===== src/rtl/display_timing.sv =====
// Raster timing source: registered sx/sy/de/syncs/strobes, decoded from next-state counters.
// Optional colour bars when DISPLAY_TIMING_PATTERN_EN is defined; en=0 freezes the raster.
module display_timing #(
  parameter int CORDW  = 11,
  parameter int H_RES  = 640,
  parameter int H_FP   = 16,
  parameter int H_SYNC = 96,
  parameter int H_BP   = 48,
  parameter int V_RES  = 480,
  parameter int V_FP   = 10,
  parameter int V_SYNC = 2,
  parameter int V_BP   = 33,
  parameter bit H_POL  = 1'b0,
  parameter bit V_POL  = 1'b0
) (
  input  logic             clk_pix,
  input  logic             rst_pix_n,
  input  logic             en,
  output logic [CORDW-1:0] sx,
  output logic [CORDW-1:0] sy,
  output logic             de,
  output logic             hsync,
  output logic             vsync,
  output logic             line,
  output logic             frame
`ifdef DISPLAY_TIMING_PATTERN_EN
  ,
  output logic [7:0]       r,
  output logic [7:0]       g,
  output logic [7:0]       b
`endif
);

  localparam int H_TOTAL = H_RES + H_FP + H_SYNC + H_BP;
  localparam int V_TOTAL = V_RES + V_FP + V_SYNC + V_BP;

  localparam logic [CORDW-1:0] H_MAX  = CORDW'(H_TOTAL - 1);
  localparam logic [CORDW-1:0] V_MAX  = CORDW'(V_TOTAL - 1);
  localparam logic [CORDW-1:0] H_ACT  = CORDW'(H_RES);
  localparam logic [CORDW-1:0] V_ACT  = CORDW'(V_RES);
  localparam logic [CORDW-1:0] HS_BEG = CORDW'(H_RES + H_FP);
  localparam logic [CORDW-1:0] HS_END = CORDW'(H_RES + H_FP + H_SYNC);
  localparam logic [CORDW-1:0] VS_BEG = CORDW'(V_RES + V_FP);
  localparam logic [CORDW-1:0] VS_END = CORDW'(V_RES + V_FP + V_SYNC);

  logic [CORDW-1:0] r_sx, r_sy;
  logic             r_de, r_hsync, r_vsync, r_line, r_frame;

  logic [CORDW-1:0] w_sx_nxt, w_sy_nxt;
  logic             w_h_wrap, w_de_nxt, w_hs_act, w_vs_act;

  // Everything registered below is decoded from where the counters go next,
  // so position, syncs and strobes for a pixel land in the same cycle.
  always_comb begin
    w_h_wrap = (r_sx == H_MAX);
    w_sx_nxt = w_h_wrap ? '0 : r_sx + 1'b1;
    w_sy_nxt = r_sy;
    if (w_h_wrap) w_sy_nxt = (r_sy == V_MAX) ? '0 : r_sy + 1'b1;
    w_de_nxt = (w_sx_nxt < H_ACT) && (w_sy_nxt < V_ACT);
    w_hs_act = (w_sx_nxt >= HS_BEG) && (w_sx_nxt < HS_END);
    w_vs_act = (w_sy_nxt >= VS_BEG) && (w_sy_nxt < VS_END);
  end

  always_ff @(posedge clk_pix or negedge rst_pix_n) begin
    if (!rst_pix_n) begin
      r_sx    <= H_MAX;
      r_sy    <= V_MAX;
      r_de    <= 1'b0;
      r_hsync <= ~H_POL;
      r_vsync <= ~V_POL;
      r_line  <= 1'b0;
      r_frame <= 1'b0;
    end else if (en) begin
      r_sx    <= w_sx_nxt;
      r_sy    <= w_sy_nxt;
      r_de    <= w_de_nxt;
      r_hsync <= w_hs_act ? H_POL : ~H_POL;
      r_vsync <= w_vs_act ? V_POL : ~V_POL;
      r_line  <= (w_sx_nxt == '0);
      r_frame <= (w_sx_nxt == '0) && (w_sy_nxt == '0);
    end else begin
      r_line  <= 1'b0;
      r_frame <= 1'b0;
    end
  end

  assign sx    = r_sx;
  assign sy    = r_sy;
  assign de    = r_de;
  assign hsync = r_hsync;
  assign vsync = r_vsync;
  assign line  = r_line;
  assign frame = r_frame;

`ifdef DISPLAY_TIMING_PATTERN_EN
  // Narrow test rasters (H_RES < 8) fall back to one-pixel bars.
  localparam int               BAR_W   = (H_RES / 8 > 0) ? H_RES / 8 : 1;
  localparam logic [CORDW-1:0] BAR_DIV = CORDW'(BAR_W);
  localparam logic [CORDW-1:0] BAR_TOP = CORDW'(7);

  logic [CORDW-1:0] w_bar_raw;
  logic [2:0]       w_bar;
  logic [7:0]       r_r, r_g, r_b;

  always_comb begin
    w_bar_raw = w_sx_nxt / BAR_DIV;
    w_bar     = (w_bar_raw > BAR_TOP) ? 3'd7 : w_bar_raw[2:0];
  end

  always_ff @(posedge clk_pix or negedge rst_pix_n) begin
    if (!rst_pix_n) begin
      r_r <= 8'h00;
      r_g <= 8'h00;
      r_b <= 8'h00;
    end else if (en) begin
      r_r <= w_de_nxt ? {8{w_bar[2]}} : 8'h00;
      r_g <= w_de_nxt ? {8{w_bar[1]}} : 8'h00;
      r_b <= w_de_nxt ? {8{w_bar[0]}} : 8'h00;
    end
  end

  assign r = r_r;
  assign g = r_g;
  assign b = r_b;
`endif

endmodule


===== config.mk =====
export PLATFORM = sky130hd
export DESIGN_NAME = display_timing
export DESIGN_NICKNAME = d
export VERILOG_FILES = /design/src/rtl/display_timing.sv
export SDC_FILE = /design/constraint.sdc
export NUM_CORES = 1
export LEC_CHECK = 0
export ABC_AREA = 1
export BUFFER_PORTS_ARGS = -buffer_cell sky130_fd_sc_hd__buf_2
export CAP_MARGIN = 5
export CORE_MARGIN = 1.5
export CORE_UTILIZATION = 45
export CTS_BUF_LIST = sky130_fd_sc_hd__clkbuf_4 sky130_fd_sc_hd__clkbuf_8
export DETAILED_ROUTE_END_ITERATION = 8
export HOLD_SLACK_MARGIN = 0.03
export PLACE_DENSITY = 0.65
export SETUP_SLACK_MARGIN = 0.4
export SYNTH_ARGS = -nofsm -noshare
export SYNTH_HDL_FRONTEND = slang
export SYNTH_SLANG_ARGS = --single-unit

===== constraint.sdc =====
create_clock -name clk_pix -period 2.1 [get_ports clk_pix]
set_clock_uncertainty 0.05 [all_clocks]
set_input_delay 0.315 -clock clk_pix [delete_from_list [all_inputs] [get_ports clk_pix]]
set_output_delay 0.315 -clock clk_pix [all_outputs]
set_load 0.02 [all_outputs]

==> summary.txt <==
RSZ-0062 raised after global routing - true
total CTS buffers - 3
r2r worst-path depth - 9
Skew-Pair Late Insertion Delay - 0.28 ns
Synth Area in XOR/XNOR - 0.00880
critical path depth - 9
flop2flop setup slack - 0.18 ns
EDFF count, synth - 0
Iter 0 DRT Violations - 156
measured slew at the worst slew-check pin - 0.636 ns
fin nets - 354
Critical Path RT - 2.27 ns
Buf/Inv on CP - 1
ys async rst share - 1.00
Final Cell Area - 2620 sq um
root buffer cell - clkbuf_8
clk slew on worst S/H paths - 0.10 ns
crit path DAT - 2.09 ns
GRT overflow - 0
fin crit period - 1.92 ns
Synth Area in Adders - 0.0189
Pleak - 1.25 nW
Antenna diodes - 0
worst reg2reg endpoint - vsync
Slew headroom - 0.576
count leader, synth - nand2_1
die area - 4830 sq um
Reg2Reg Launch Point - sx[1]
top_reg_cell synth - dfrtp_1
core box area - 4290 sq um
DR vias - 2,126
CP startpoint - sx[1]
DR pass1 iterations - 4
# rows - 24
Port Buf Inserts - 29
initial antenna violation count - 0
metal1 wirelength - 2610 microns
number of synthesized register bits - 27
number of fill cells in the layout - 412
post-synth top area share - 0.194
status - finished, final reports clean
Layout area overhead - 31.5%
routability cong. - 0.910
top routing layer in use - met4
# clock sinks - 27
largest family of logic cells by synthesized area - simple AND/OR/NAND/NOR gates
met2 WL - 2480 microns
Initial Util - 0.464
GRT Util Overall - 0.230
max cap viols - 0
DRC viols - 0
largest net degree at the start of global routing - 28
post-synthesis simple-gate area fraction - 0.471
crit start category - flop
post-route setup TNS - 0 ns
CTS tree - built
PwrDens - 883 nW/um^2
WL met3 - 279 microns
antenna viol nets, final - 0
sequential share of the synthesized area - 0.347
Post-Syn Nets - 299
Slew Viols, Final - 0
Cell Chain, Critical Path - ha_4 -> nand4_1 -> nor2_4 -> buf_6 -> nand3_4 -> a21oi_2 -> nand3_1 -> nor2_2 -> nor2_1
WL per Instance - 13.6 microns
Syn Std Cell Area - 1990 sq um
leading area contributor after synthesis - nand2_1
Die Wd - 69.5 microns
Max clock buf depth - 2
CP endpoint kind - flop
H-tree levels - 1
largest vdd supply drop - 0.000467 V
fmax - 0.521 GHz
synth warn - 0
CP max stage cell - dfstp_2
Hold/Removal Path Class - input port to flop
vias in the first global route - 1,862
multiplexer share of the synthesized area - 0
complex-gate fraction of the synthesized area - 0.0704
Synth area leaders - nand2_1 19%, dfrtp_1 19%, dfstp_2 16%
layout cell share with drive strength beyond 1 - 0.369
IO Pins - 30
Synth cell types - 29
Crit Path Class - flop to flop
crit path capture - vsync
Final period util - 0.913
Vias/cell - 5.33
critical path peak fanout - 6
hpwl dp - 3800 microns
Placed Area - 2280 sq um
worst stage delay on the critical path - 0.57 ns
post-synthesis instance total - 293
chip height - 69.5 microns
final hold violation count - 0
Final setup viols - 0
CP delay by family, top - simple AND/OR/NAND/NOR gates
Post-synth top cells - 103 x nand2_1, 36 x nor2_1, 30 x inv_1, 22 x nand3_1, 17 x o21ai_0
first-pass GRT wire length - 8990 microns
WL final - 5430 microns
Mean Syn Cell Area - 6.79 sq um
-- cell type report --
cell class	instances	area [sq um]	area share
timing repair buffer	60	412	0.157
clock buffer	4	48.8	0.0186
inverter	30	113	0.0430
multi-input combinational	226	1290	0.492
sequential	27	692	0.264
tap	52	65.1	0.0249
-- timing repair --
action	CTS	global route
pin swaps	6	15
hold buffers	1	0
resized for setup	15	29
endpoints found under the setup margin	13	19
hold endpoints to repair	15	0
setup buffers	5	11
-- metal layers --
metal | track usage | vias up
li1 | - | 1041
met1 | 0.344 | 1009
met2 | 0.360 | 69
met3 | 0.0218 | 7
met4 | 0.0523 | 0
met5 | 0 | -
-- cell usage in the layout, fill, tap and decap left out, types with 5 or more instances in the layout --
master   synthesis  final
nand3_2         11      9
o21ai_0         17     14
nand2_1        103     91
buf_4            0     24
inv_1           30     28
nand4_1          8      8
nand3_1         22     21
nand2_2          3     14
nor2_1          36     29
nor2_2           3      8
dfrtp_1         15     14
buf_2            2     29
dfstp_2         12     12
buf_6            2      5
-- cells by family after synthesis --
group | count (synthesis)
xor gates and xnor gates | 2
buffers and inverters | 40
AOI/OAI and AO/OA | 25
and+or+nand+nor | 196
adders and majority gates | 3
DFF | 27
-- worst min-delay path, cell delays in order --
cell,delay (ns)
buf_2,0.18
nand2_1,0.09
nand2_1,0.05
-- where the power goes --
part	internal, mW	switching [mW]
registers	0.671	0.160
logic	0.453	0.698
clock network	0.150	0.180
-- sequential cells by signal (all words and copies together) (netlist names) --
| name | cells |
|---|---|
| hsync | 1 |
| line | 1 |
| frame | 1 |
| sy | 11 |
| sx | 11 |
| de | 1 |
| vsync | 1 |
-- per-stage QoR --
stage	power (mW)	hold slack [ns]	cells	setup WS, ns	utilization
floorplan	1.48	-0.0306	293	0.192	-
global route	2.47	0.309	399	0.0711	0.610
finish	2.31	0.298	399	0.182	0.610
global placement	1.79	0.307	378	0.164	0.530
detailed placement	1.80	0.317	378	0.130	0.530
CTS	2.21	0.302	388	0.180	0.569
-- how the worst min path moves through the flow --
stage                    from    end  depth (start not counted)
finish                     en  sx[1]                          3
global placement    rst_pix_n  sy[7]                          1
detailed placement  rst_pix_n  sy[7]                          1
floorplan           rst_pix_n     de                          0
global route               en  sy[3]                          2
CTS                        en  sx[1]                          3
(Power assumes the default switching activity.)
